--- src/rtl/reg_pkg.sv ---
// Shared register-file geometry, FSM encoding and stall-counter constants
// for the operand fetch unit and its scoreboard.
package reg_pkg;

  localparam int BITS_DATA  = 32;
  localparam int BITS_ADDR  = 3;
  localparam int NUM_REGS   = 1 << BITS_ADDR;
  localparam int STALL_BITS = 16;

  typedef logic [BITS_ADDR-1:0]  addr_t;
  typedef logic [BITS_DATA-1:0]  data_t;
  typedef logic [STALL_BITS-1:0] stall_t;

  localparam stall_t STALL_MAX = {STALL_BITS{1'b1}};
  localparam stall_t STALL_INC = {{(STALL_BITS-1){1'b0}}, 1'b1};

  // 2'd3 is never entered; the FSM recovers from it to IDLE.
  typedef enum logic [1:0] {
    IDLE = 2'd0,
    READ = 2'd1,
    OUT  = 2'd2
  } state_e;

endpackage

--- src/rtl/operand_fetch_unit_if.sv ---
// Decoder, register-array, writeback and execute-side signals of the
// operand fetch unit; slave is the unit, master is its environment.
interface operand_fetch_unit_if import reg_pkg::*; ();

  logic   instValid;
  logic   instReady;
  addr_t  instSrc1;
  addr_t  instSrc2;
  addr_t  instDest;
  logic   instWritesDest;

  addr_t  rfAddr1;
  addr_t  rfAddr2;
  data_t  rfData1;
  data_t  rfData2;

  logic   wbValid;
  addr_t  wbAddr;

  logic   opValid;
  logic   opReady;
  data_t  opData1;
  data_t  opData2;
  addr_t  opDest;
  logic   opWritesDest;

  stall_t stallCount;

  modport slave (
    input  instValid, instSrc1, instSrc2, instDest, instWritesDest,
    input  rfData1, rfData2, wbValid, wbAddr, opReady,
    output instReady, rfAddr1, rfAddr2,
    output opValid, opData1, opData2, opDest, opWritesDest, stallCount
  );

  modport master (
    output instValid, instSrc1, instSrc2, instDest, instWritesDest,
    output rfData1, rfData2, wbValid, wbAddr, opReady,
    input  instReady, rfAddr1, rfAddr2,
    input  opValid, opData1, opData2, opDest, opWritesDest, stallCount
  );

endinterface

--- src/rtl/operand_fetch_unit_scoreboard.sv ---
// Per-register busy bits: set at issue, cleared at writeback, set wins
// when both hit the same register in one cycle.
module operand_fetch_unit_scoreboard import reg_pkg::*; (
  input  logic  clk_i,
  input  logic  reset_i,
  input  logic  set_i,
  input  addr_t set_addr_i,
  input  logic  clr_i,
  input  addr_t clr_addr_i,
  input  addr_t rd_addr1_i,
  input  addr_t rd_addr2_i,
  output logic  busy1_o,
  output logic  busy2_o
);

  logic [NUM_REGS-1:0] busy_q;
  logic [NUM_REGS-1:0] busy_d;

  // Next busy vector with the newer producer taking priority.
  always_comb begin
    busy_d = busy_q;
    for (int i = 0; i < NUM_REGS; i++) begin
      busy_d[i] = (set_i && (set_addr_i == addr_t'(i))) ? 1'b1 :
                  (clr_i && (clr_addr_i == addr_t'(i))) ? 1'b0 : busy_q[i];
    end
  end

  // Busy register with synchronous reset.
  always_ff @(posedge clk_i) begin
    if (reset_i) begin
      busy_q <= {NUM_REGS{1'b0}};
    end else begin
      busy_q <= busy_d;
    end
  end

  assign busy1_o = busy_q[rd_addr1_i];
  assign busy2_o = busy_q[rd_addr2_i];

endmodule

--- src/rtl/operand_fetch_unit.sv ---
// Single-instruction operand fetch: latch sources, wait out RAW hazards on
// the scoreboard, capture register data and hold it until execute accepts.
module operand_fetch_unit import reg_pkg::*; (
  input logic           clk,
  input logic           reset,
  operand_fetch_unit_if.slave bus
);

  state_e state_q, state_d;
  addr_t  src1_q, src1_d;
  addr_t  src2_q, src2_d;
  addr_t  dest_q, dest_d;
  logic   wr_q, wr_d;
  data_t  op1_q, op1_d;
  data_t  op2_q, op2_d;
  stall_t stall_q, stall_d;

  logic   busy1_s;
  logic   busy2_s;
  logic   hazard_s;
  logic   sb_set_s;

  operand_fetch_unit_scoreboard u_scoreboard (
    .clk_i      (clk),
    .reset_i    (reset),
    .set_i      (sb_set_s),
    .set_addr_i (dest_q),
    .clr_i      (bus.wbValid),
    .clr_addr_i (bus.wbAddr),
    .rd_addr1_i (src1_q),
    .rd_addr2_i (src2_q),
    .busy1_o    (busy1_s),
    .busy2_o    (busy2_s)
  );

  // Equal sources look up the same bit, so this is a single check for them.
  assign hazard_s = busy1_s | busy2_s;

  // Next-state, operand capture, stall counting and issue marking.
  always_comb begin
    state_d  = state_q;
    src1_d   = src1_q;
    src2_d   = src2_q;
    dest_d   = dest_q;
    wr_d     = wr_q;
    op1_d    = op1_q;
    op2_d    = op2_q;
    stall_d  = stall_q;
    sb_set_s = 1'b0;
    case (state_q)
      IDLE: begin
        if (bus.instValid) begin
          src1_d  = bus.instSrc1;
          src2_d  = bus.instSrc2;
          dest_d  = bus.instDest;
          wr_d    = bus.instWritesDest;
          state_d = READ;
        end else begin
          state_d = IDLE;
        end
      end
      READ: begin
        if (hazard_s) begin
          stall_d = (stall_q == STALL_MAX) ? stall_q : stall_q + STALL_INC;
          state_d = READ;
        end else begin
          op1_d   = bus.rfData1;
          op2_d   = bus.rfData2;
          state_d = OUT;
        end
      end
      OUT: begin
        if (bus.opReady) begin
          sb_set_s = wr_q;
          state_d  = IDLE;
        end else begin
          state_d  = OUT;
        end
      end
      default: begin
        state_d = IDLE;
      end
    endcase
  end

  // State and datapath registers; reset drops any in-flight instruction.
  always_ff @(posedge clk) begin
    if (reset) begin
      state_q <= IDLE;
      src1_q  <= {BITS_ADDR{1'b0}};
      src2_q  <= {BITS_ADDR{1'b0}};
      dest_q  <= {BITS_ADDR{1'b0}};
      wr_q    <= 1'b0;
      op1_q   <= {BITS_DATA{1'b0}};
      op2_q   <= {BITS_DATA{1'b0}};
      stall_q <= {STALL_BITS{1'b0}};
    end else begin
      state_q <= state_d;
      src1_q  <= src1_d;
      src2_q  <= src2_d;
      dest_q  <= dest_d;
      wr_q    <= wr_d;
      op1_q   <= op1_d;
      op2_q   <= op2_d;
      stall_q <= stall_d;
    end
  end

  assign bus.instReady    = (state_q == IDLE);
  assign bus.opValid      = (state_q == OUT);
  assign bus.rfAddr1      = src1_q;
  assign bus.rfAddr2      = src2_q;
  assign bus.opData1      = op1_q;
  assign bus.opData2      = op2_q;
  assign bus.opDest       = dest_q;
  assign bus.opWritesDest = wr_q;
  assign bus.stallCount   = stall_q;

endmodule

--- src/flat_wrapper.sv ---
// flat-port wrapper written by rule: the top's interface ports become plain ports
module operand_fetch_unit_flat import reg_pkg::*;
  (clk, reset, bus_instValid, bus_instSrc1, bus_instSrc2, bus_instDest, bus_instWritesDest, bus_rfData1, bus_rfData2, bus_wbValid, bus_wbAddr, bus_opReady, bus_instReady, bus_rfAddr1, bus_rfAddr2, bus_opValid, bus_opData1, bus_opData2, bus_opDest, bus_opWritesDest, bus_stallCount);
  operand_fetch_unit_if bus_i ();
  input logic clk;
  input logic reset;
  input wire logic [$bits(bus_i.instValid)-1:0] bus_instValid;
  input wire logic [$bits(bus_i.instSrc1)-1:0] bus_instSrc1;
  input wire logic [$bits(bus_i.instSrc2)-1:0] bus_instSrc2;
  input wire logic [$bits(bus_i.instDest)-1:0] bus_instDest;
  input wire logic [$bits(bus_i.instWritesDest)-1:0] bus_instWritesDest;
  input wire logic [$bits(bus_i.rfData1)-1:0] bus_rfData1;
  input wire logic [$bits(bus_i.rfData2)-1:0] bus_rfData2;
  input wire logic [$bits(bus_i.wbValid)-1:0] bus_wbValid;
  input wire logic [$bits(bus_i.wbAddr)-1:0] bus_wbAddr;
  input wire logic [$bits(bus_i.opReady)-1:0] bus_opReady;
  output wire logic [$bits(bus_i.instReady)-1:0] bus_instReady;
  output wire logic [$bits(bus_i.rfAddr1)-1:0] bus_rfAddr1;
  output wire logic [$bits(bus_i.rfAddr2)-1:0] bus_rfAddr2;
  output wire logic [$bits(bus_i.opValid)-1:0] bus_opValid;
  output wire logic [$bits(bus_i.opData1)-1:0] bus_opData1;
  output wire logic [$bits(bus_i.opData2)-1:0] bus_opData2;
  output wire logic [$bits(bus_i.opDest)-1:0] bus_opDest;
  output wire logic [$bits(bus_i.opWritesDest)-1:0] bus_opWritesDest;
  output wire logic [$bits(bus_i.stallCount)-1:0] bus_stallCount;
  assign bus_i.instValid = bus_instValid;
  assign bus_i.instSrc1 = bus_instSrc1;
  assign bus_i.instSrc2 = bus_instSrc2;
  assign bus_i.instDest = bus_instDest;
  assign bus_i.instWritesDest = bus_instWritesDest;
  assign bus_i.rfData1 = bus_rfData1;
  assign bus_i.rfData2 = bus_rfData2;
  assign bus_i.wbValid = bus_wbValid;
  assign bus_i.wbAddr = bus_wbAddr;
  assign bus_i.opReady = bus_opReady;
  assign bus_instReady = bus_i.instReady;
  assign bus_rfAddr1 = bus_i.rfAddr1;
  assign bus_rfAddr2 = bus_i.rfAddr2;
  assign bus_opValid = bus_i.opValid;
  assign bus_opData1 = bus_i.opData1;
  assign bus_opData2 = bus_i.opData2;
  assign bus_opDest = bus_i.opDest;
  assign bus_opWritesDest = bus_i.opWritesDest;
  assign bus_stallCount = bus_i.stallCount;
  operand_fetch_unit u_core (.clk(clk), .reset(reset), .bus(bus_i));
endmodule
--- config.mk ---
export PLATFORM = sky130hd
export DESIGN_NAME = operand_fetch_unit_flat
export DESIGN_NICKNAME = d
export VERILOG_FILES = /design/src/rtl/reg_pkg.sv /design/src/rtl/operand_fetch_unit_if.sv /design/src/rtl/operand_fetch_unit_scoreboard.sv /design/src/rtl/operand_fetch_unit.sv /design/src/flat_wrapper.sv
export SDC_FILE = /design/constraint.sdc
export NUM_CORES = 1
export LEC_CHECK = 0
export BUFFER_PORTS_ARGS = -buffer_cell sky130_fd_sc_hd__buf_2
export CAP_MARGIN = 20
export CORE_ASPECT_RATIO = 0.7
export CORE_MARGIN = 5
export CORE_UTILIZATION = 44
export CTS_CLUSTER_DIAMETER = 80
export DETAILED_ROUTE_END_ITERATION = 8
export PLACE_DENSITY = 0.82
export SLEW_MARGIN = 15
export SYNTH_ARGS = -nofsm -noshare
export SYNTH_HDL_FRONTEND = slang
export SYNTH_SLANG_ARGS = --single-unit
--- constraint.sdc ---
create_clock -name clk -period 1.7 [get_ports clk]
set_input_delay 0.085 -clock clk [delete_from_list [all_inputs] [get_ports clk]]
set_output_delay 0.085 -clock clk [all_outputs]
set_load 0.02 [all_outputs]
======== Word-level counts from Yosys, hierarchy flattened ========
Cells that the tools add are included.
storage, ports and cells
  bits in registers ....................... 100
  output and inout port bits .............. 92
  word-level logic and storage cells ...... 95
operators by class
  $add $sub $neg .......................... 1
  magnitude comparators ................... 2
  equality and inequality tests ........... 17
  mux-type cells .......................... 26
  bitwise operators ....................... 3
  reduce and logical (&&, ||, !) cells .... 30
operators by type and width
  operator                 count
  $eq A3 B3 Y1 const B     8
  $mux W1                  21
  $add A16 B1 Y16 const B  1
  $eq A16 B16 Y1 const B   1
  $logic_and A1 B1 Y1      16
  $reduce_bool A2 Y1       8
  $eq A3 B2 Y1 const B     4
  $lt A3 B4 Y1 const B     2
  $bmux W1 S3              2
  $eq A3 B1 Y1 const B     2
  $logic_not A3 Y1         2
  $pmux W2 S3              1
  $mux W2                  2
  $reduce_and A2 Y1        2
  $reduce_and A3 Y1        1
  $eq A2 B1 Y1 const B     1
  $eq A2 B2 Y1 const B     1
  $logic_not A2 Y1         1
  $not A1 Y1               2
  $or A1 B1 Y1             1

======== Depth between registers and ports, before layout ========
Gate-level depths: netlist of the first run.
  depth after elaboration ................. 5
  mapped depth ............................ 7
  gate-level depth less buffers ........... 6

======== Hierarchy ========
A second synthesis of the first run with hierarchy kept.
unflattened totals
  cells, all modules ...................... 483
  area, all modules ....................... 3917.5 um2
modules (own cells, without submodules)
  module                         instances  cells each  area each (um2)  seq. area each (um2)
  operand_fetch_unit             1          435         3454.6           1841.8
  operand_fetch_unit_scoreboard  1          48          462.9            160.2

======== Worst setup path before layout of the first run ========
No wires, ideal clock.
  kind .................................... reg-to-reg
  from .................................... register u_core.src1_q[1], in the netlist u_core.bus.rfAddr1[1]
  to ...................................... register u_core.op1_q[27], in the netlist u_core.bus.opData1[27]
  library setup time ...................... 0.143 ns
  data arrival time ....................... 1.947 ns
  slack ................................... -0.391 ns
  stages on the path, launching flop included .. 8
  path buffers ............................ 2
  clock period less this slack ............ 2.091 ns
  path through ............................ dfxtp_1 -> mux4_1 -> mux2i_4 -> nand3_1 -> clkbuf_1 -> buf_2 -> nand2_1 -> a21oi_2
between the ends
  cells in the longest elaborated chain, start to end .. 5
RTL lines
  what                                line                                 text
  start, declared                     operand_fetch_unit.sv:10             addr_t src1_q, src1_d;
  start signal, assigned              operand_fetch_unit.sv:90             src1_q <= {BITS_ADDR{1'b0}};
  start signal, assigned              operand_fetch_unit.sv:99             src1_q <= src1_d;
  $bmux W1 S3                         operand_fetch_unit_scoreboard.sv:37  assign busy1_o = busy_q[rd_addr1_i];
  $mux W1 (not written as such)       operand_fetch_unit_scoreboard.sv:37
  $or A1 B1 Y1                        operand_fetch_unit.sv:37             assign hazard_s = busy1_s | busy2_s;
  $not A1 Y1 (no source line)         -
  $reduce_and A2 Y1 (no source line)  -
  end signal, assigned                operand_fetch_unit.sv:94             op1_q <= {BITS_DATA{1'b0}};
  end signal, assigned                operand_fetch_unit.sv:103            op1_q <= op1_d;
  end, declared                       operand_fetch_unit.sv:14             data_t op1_q, op1_d;
No other way between the ends. The select of a mux whose other input is x is not followed.
A chain may end at the register's enable or synchronous reset.

======== Worst setup path after layout of the first run ========
  from .................................... register u_core.src2_q[0], in the netlist u_core.bus.rfAddr2[0]
  to ...................................... register u_core.op1_q[21], in the netlist u_core.bus.opData1[21]
between the ends
  cells in the longest elaborated chain, start to end .. 5
RTL lines
  what                                line                                 text
  start, declared                     operand_fetch_unit.sv:11             addr_t src2_q, src2_d;
  start signal, assigned              operand_fetch_unit.sv:91             src2_q <= {BITS_ADDR{1'b0}};
  start signal, assigned              operand_fetch_unit.sv:100            src2_q <= src2_d;
  $bmux W1 S3                         operand_fetch_unit_scoreboard.sv:38  assign busy2_o = busy_q[rd_addr2_i];
  $mux W1 (not written as such)       operand_fetch_unit_scoreboard.sv:38
  $or A1 B1 Y1                        operand_fetch_unit.sv:37
  $not A1 Y1 (no source line)         -
  $reduce_and A2 Y1 (no source line)  -
No other way between the ends. The select of a mux whose other input is x is not followed.

==> out/qor.csv, run 1 <==
stage;metric;value;unit
synth;syn-cell-area;4370;um^2
detailed_routing;drt-met1-wl;6.72;mm
detailed_routing;routed.top_layer;met4;
layout;drive_above_1_share;57.1;%
grt;grt_max_degree;66;
synth;synth_async_sr_flop_share;0;%
layout;fill_cells;618;
outcome;violations;negative setup slack;
sta;final_hold_viol_count;0;
floorplanning;initial_core_util;45.1;%
synth;synth_top_area_share;45.8;%
sta;rsz0062_at_grt;true;
sta;period_minus_slack;1.98;ns
worst_setup_path;worstSetupPathType;reg2reg;
synth;syn_inst;482;
synth;syn_avg_cell_area;9.07;um^2
floorplanning;die_x;129;um
place;dpl_worst_slack;-0.274;ns
worst_setup_path;max_stage_delay;0.52;ns
detailed_routing;antenna_left;0;
worst_setup_path;cp.arrival;2.26;ns
clock_tree;cts_tree;yes;
detailed_routing;wl_met3;1.53;mm
worst_setup_path;cpMostUsedCell;buf_12;
clock_tree;cts_buffers;9;
synth;seq_area_frac_synth;45.8;%
synth;synth_seq_cells;100;
sta;clock_skew;0.00989;ns
floorplanning;rows;30;
worst_setup_path;crit_buf_inv;2;
grt;grt_pass1_wl;23.8;mm
layout;area_growth;70.6;%
worst_setup_path;crit_path_max_fanout;8;
synth;syn_nets;565;
layout;seq_area;2040;um^2
place;gp_congestion;0.898;
grt;antenna_found_initial;0;
worst_setup_path;cp-start-kind;flop;
min_path;hp-class;in2reg;
sta;tns;-19.45;ns
detailed_routing;drt-wirelength-per-cell;18.8;um
clock_tree;ctsRootBufferMaster;clkbuf_16;
grt;track_usage;24.5;%
detailed_routing;viasPerCell;5.31;
worst_setup_path;path_delay_family;multiplexers;
detailed_routing;wl_met2;8.38;mm
synth;synth.most_common_cell;nand2_1;
power;power.leakage;3.19;nW
detailed_routing;vias;4818;
clock_tree;path_clk_slew;0.07;ns
worst_setup_path;worst_path_max_delay_cell;mux4_2;
synth;synth_common_cells;nand2_1 (119), dfxtp_1 (100), a21oi_2 (61);
detailed_routing;firstDrtPassIters;5;
detailed_routing;wl;17.1;mm
sta;relSlewSlack;64.2;%
power;vdd_drop_max;0.489;mV
synth;yosys.area.top_type;dfxtp_1;
synth;synth_flop_cell;dfxtp_1;
sta;setup_viol;82;
sta;final.setup.worst_slack;-0.284;ns
sta;finalMaxSlewViolations;0;
synth;synth_edf_count;0;
worst_setup_path;cp-end-kind;flop;
place;io_buffers;173;
place;dp_hpwl;9.20;mm
synth;synth_cell_types;45;
synth;synthTopCellsByArea;dfxtp_1 (46%), a21oi_2 (12%), nand2_1 (10%);
clock_tree;cts_sinks;100;
detailed_routing;drc_errors;0;
outcome;status;complete, but fails checks;
clock_tree;clk_path_buf_depth;2;
power;p_per_area;773;nW/um^2
sta;tightest_slew;0.537;ns
clock_tree;clk_latency;0.35;ns
layout;multiInputGateArea;2580;um^2
sta;fmax;504;MHz
synth;yosysWarnings;0;
sta;finalCritPeriodShare;117;%
grt;gr-total-overflow;0;
worst_setup_path;worstPathRequired;1.98;ns
grt;grt_pass1_vias;4955;
floorplanning;coreArea;9680;um^2
layout;fin_nets;857;
worst_setup_path;worstPathCellList;mux4_2 -> mux2i_4 -> and3_4 -> buf_12 -> buf_12 -> nand2_4 -> a21oi_2;
floorplanning;die_area;12100;um^2
run;maxCapViolCount;0;
detailed_routing;drt_iter0_drc;276;
floorplanning;io_pins;174;
floorplanning;die_y;93.4;um
clock_tree;h-tree-depth;3;
layout;utilization;77.0;%
[where the power goes]
group | total [W] | switching, W | internal [W]
logic | 0.00107 | 0.000581 | 0.000486
registers | 0.00250 | 0.0000732 | 0.00243
clock network | 0.00220 | 0.000895 | 0.00130
total | 0.00576 | 0.00155 | 0.00421
[placed cells by master, fill, tap and decap left out, types with 2 or more instances in the layout]
cell type        n
o41ai_1          2
o41ai_2          5
clkbuf_8         2
a21oi_1         17
a22oi_1          6
buf_12           8
and2_4           2
or4b_4           4
nor2b_1          8
nand4_1          4
nand2_4         26
inv_1            3
a21oi_4          2
buf_8            3
a32oi_1          2
buf_4           37
nand2_2         46
mux4_2           4
nand2_1         87
dfxtp_1         84
or4b_1           2
clkbuf_16       15
mux2i_4          2
dfxtp_4          9
a21oi_2         69
buf_6           11
nand2b_1         2
nor2_1          20
buf_2          172
nand3_1         10
dlygate4sd3_1   74
o21ai_0          2
dfxtp_2          7
or3_4            2
[state kept, by name, indices dropped and copies added, names as in the netlist]
register	flops
u_core.bus.stallCount	16
u_core.bus.opDest	3
u_core.bus.opData1	32
u_core.u_scoreboard.busy_q	8
u_core.state_q	2
u_core.bus.opData2	32
u_core.bus.opWritesDest	1
u_core.bus.rfAddr2	3
u_core.bus.rfAddr1	3
[final cells by class]
class	count	area share, %
Sequential cell	100	27.4
Clock buffer	12	3.72
Inverter	3	0.151
Clock inverter	3	0.570
Antenna cell	1	0.0336
Timing Repair Buffer	310	31.3
Multi-Input combinational cell	350	34.7
Tap cell	128	2.15
[logic make-up after synthesis]
kind of cell / count (synthesis) / share of synthesized area [%]
adder cells (fa/ha/maj): 1 / 0.286
buffers and inverters: 33 / 5.18
XOR/XNOR: 2 / 0.401
AO/OA/AOI/OAI: 112 / 19.6
flip-flops: 100 / 45.8
multiplexers: 8 / 3.84
AND/OR/NAND/NOR: 226 / 24.9
[per-stage QoR]
step	hold slack (ns)	std cells	total power [W]	cell area, um^2
6_report	0.0267	907	0.00576	7460
5_1_grt	0.0361	906	0.00596	7450
4_1_cts	0.0112	895	0.00560	6910
3_5_place_dp	0.330	802	0.00329	5690
3_3_place_gp	0.325	802	0.00326	5690
2_1_floorplan	0.211	482	0.00300	4420
[worst paths after layout]
path	end	slack, ns	depth (start not counted)	from
max	u_core.bus.opData1[21]$_SDFFE_PP0P_	-0.28	7	u_core.bus.rfAddr2[0]$_SDFFE_PP0P_
min	u_core.state_q[1]$_SDFF_PP0_	0.03	3	bus_opReady
max reg2reg	u_core.bus.opData1[21]$_SDFFE_PP0P_	-0.28	7	u_core.bus.rfAddr2[0]$_SDFFE_PP0P_
min reg2reg	u_core.bus.opData1[11]$_SDFFE_PP0P_	0.46	2	u_core.bus.opData1[11]$_SDFFE_PP0P_
[routing by layer]
layer,global-route usage [%],vias to the layer above
li1,-,2234
met1,28.1,2276
met2,43.0,269
met3,7.13,39
met4,9.18,0
met5,0,-
[repair_timing]
action                                 CTS  global route
endpoints found under the hold margin   74             0
setup endpoints to repair               82            82
hold buffers                            74             0
gates cloned                             0             8
pin swaps                               11            47
resized for setup                       23            98
setup buffers                            4             5
[tightest hold or removal path, delay by kind of cell]
family	cells	cell delay (ns)
compound gates	1	0.06
buf+inv	1	0.09
simple gates	1	0.09
Power figures use the tool's default switching activity.
==> run 2: changes to the inputs <==
BUFFER_PORTS_ARGS = default   (was -buffer_cell sky130_fd_sc_hd__buf_2)
CORE_UTILIZATION = 57   (was 44)
DONT_BUFFER_PORTS = 1   (was default)
PLACE_DENSITY = 0.81   (was 0.82)
RECOVER_POWER = 50   (was default)
REMOVE_ABC_BUFFERS = 1   (was default)
==> out/qor.csv, run 2 (synthesized netlist as in run 1, its figures left out) <==
stage;metric;value;unit
grt;gr-total-overflow;0;
grt;grt_pass1_wl;18.7;mm
sta;tightest_slew;0.413;ns
detailed_routing;firstDrtPassIters;4;
worst_setup_path;cp.arrival;2.23;ns
floorplanning;die_x;115;um
sta;fin_hold_ws;-0.197;ns
worst_setup_path;cp-start-kind;flop;
layout;n_antenna_cell;0;
clock_tree;clk_latency;0.34;ns
detailed_routing;viasPerCell;5.82;
sta;setup_viol;82;
place;gp_congestion;0.862;
sta;final.setup.worst_slack;-0.255;ns
run;maxCapViolCount;0;
worst_setup_path;worstPathRequired;1.97;ns
sta;period_minus_slack;1.95;ns
clock_tree;cts_buffers;9;
detailed_routing;vias;3654;
min_path;hp-class;in2reg;
detailed_routing;drt_iter0_drc;272;
worst_setup_path;worstSetupPathType;reg2reg;
power;power.leakage;1.76;nW
outcome;violations;negative hold slack, negative setup slack;
detailed_routing;drc_errors;0;
grt;antenna_found_initial;0;
clock_tree;cts_tree;yes;
place;dpl_worst_slack;-0.289;ns
layout;area_growth;20.5;%
clock_tree;clk_path_buf_depth;2;
sta;final_hold_viol_count;99;
detailed_routing;wl;12.0;mm
detailed_routing;drt-wirelength-per-cell;19.1;um
clock_tree;h-tree-depth;3;
layout;fin_cells;628;
floorplanning;initial_core_util;59.2;%
sta;clock_skew;0.0111;ns
floorplanning;die_y;83.3;um
sta;fmax;512;MHz
worst_setup_path;crit_path_max_fanout;6;
place;dp_hpwl;8.23;mm
sta;relSlewSlack;72.1;%
detailed_routing;antenna_left;0;
worst_setup_path;cp-end-kind;flop;
layout;final_common_cell;nand2_1;
clock_tree;ctsRootBufferMaster;clkbuf_8;
floorplanning;die_area;9550;um^2
grt;grt_max_degree;102;
power;p_per_area;866;nW/um^2
clock_tree;postCtsHoldBufs;1;
layout;most-common-layout-cells;nand2_1 (109), dfxtp_1 (89), a21oi_2 (70);
grt;grt_pass1_vias;3699;
outcome;status;complete, but fails checks;
floorplanning;coreArea;7380;um^2
sta;rsz0062_at_grt;true;
clock_tree;cts_sinks;100;
power;vdd_drop_max;0.597;mV
grt;track_usage;24.0;%
sta;finalMaxSlewViolations;0;
sta;finalCritPeriodShare;115;%
layout;fin_nets;609;
place;post-place-cells;603;
layout;utilization;71.3;%
place;io_buffers;0;
floorplanning;rows;26;
layout;drive_above_1_share;44.3;%
clock_tree;path_clk_slew;0.10;ns
floorplanning;io_pins;174;
-- run 2: path summary, 6_finish.rpt --
check	from	slack, ns	cells past startpoint	end
worst max-delay path	u_core.bus.rfAddr2[0]$_SDFFE_PP0P_	-0.25	6	u_core.bus.stallCount[15]$_SDFFE_PP0P_
worst max register to register	u_core.bus.rfAddr2[0]$_SDFFE_PP0P_	-0.25	6	u_core.bus.stallCount[15]$_SDFFE_PP0P_
worst min-delay path	reset	-0.20	1	u_core.bus.opData1[7]$_SDFFE_PP0P_
worst min register to register	u_core.bus.opData1[14]$_SDFFE_PP0P_	0.55	2	u_core.bus.opData1[14]$_SDFFE_PP0P_
-- run 2: layout make-up --
class / count / area, um^2
Clock inverter: 5 / 60.1
Fill cell: 570 / 2120
Tap cell: 98 / 123
Timing Repair Buffer: 62 / 599
Inverter: 3 / 11.3
Sequential cell: 100 / 2020
Clock buffer: 10 / 138
Multi-Input combinational cell: 350 / 2320
-- run 2: layer usage --
layer  wire length, um  part of all wire (%)  vias up  track usage (%)
li1                  -                     -     1721                -
met3              1140                   9.5       21             8.36
met2              5930                    50      163             39.9
met5                 0                     0        -                0
met1              4660                    39     1749             29.0
met4               229                   1.9        0             7.12
-- run 2: critical path, cell delays in order (launching register included) --
cell and delay, ns:
dfxtp_2 0.35, mux4_2 0.36, mux2i_4 0.08, buf_6 0.15, a2111o_1 0.48, or3_1 0.34
a21oi_2 0.12
-- run 2: through the flow --
step	setup TNS [ns]	total power (W)	instance area (um^2)
global placement	-14.40	0.00303	4750
floorplan	-122.47	0.00291	4160
detailed placement	-21.29	0.00305	4750
finish	-16.29	0.00456	5270
global route	-21.88	0.00476	5270
CTS	-13.15	0.00458	5140
-- run 2: what timing repair did --
item	in CTS	in global routing
gates cloned	2	2
gates resized for setup	51	15
pin swaps	18	6
endpoints found under the hold margin	100	99
buffers inserted	5	1
endpoints found under the setup margin	82	82
-- run 2: power breakdown --
| part | total, W | switching, W | internal [W] | leakage, nW |
|---|---|---|---|---|
| Combinational | 0.000445 | 0.000246 | 0.000199 | 0.838 |
| Clock | 0.00151 | 0.000783 | 0.000722 | 0.0992 |
| Sequential | 0.00261 | 0.000177 | 0.00244 | 0.818 |
| Total | 0.00456 | 0.00121 | 0.00336 | 1.76 |
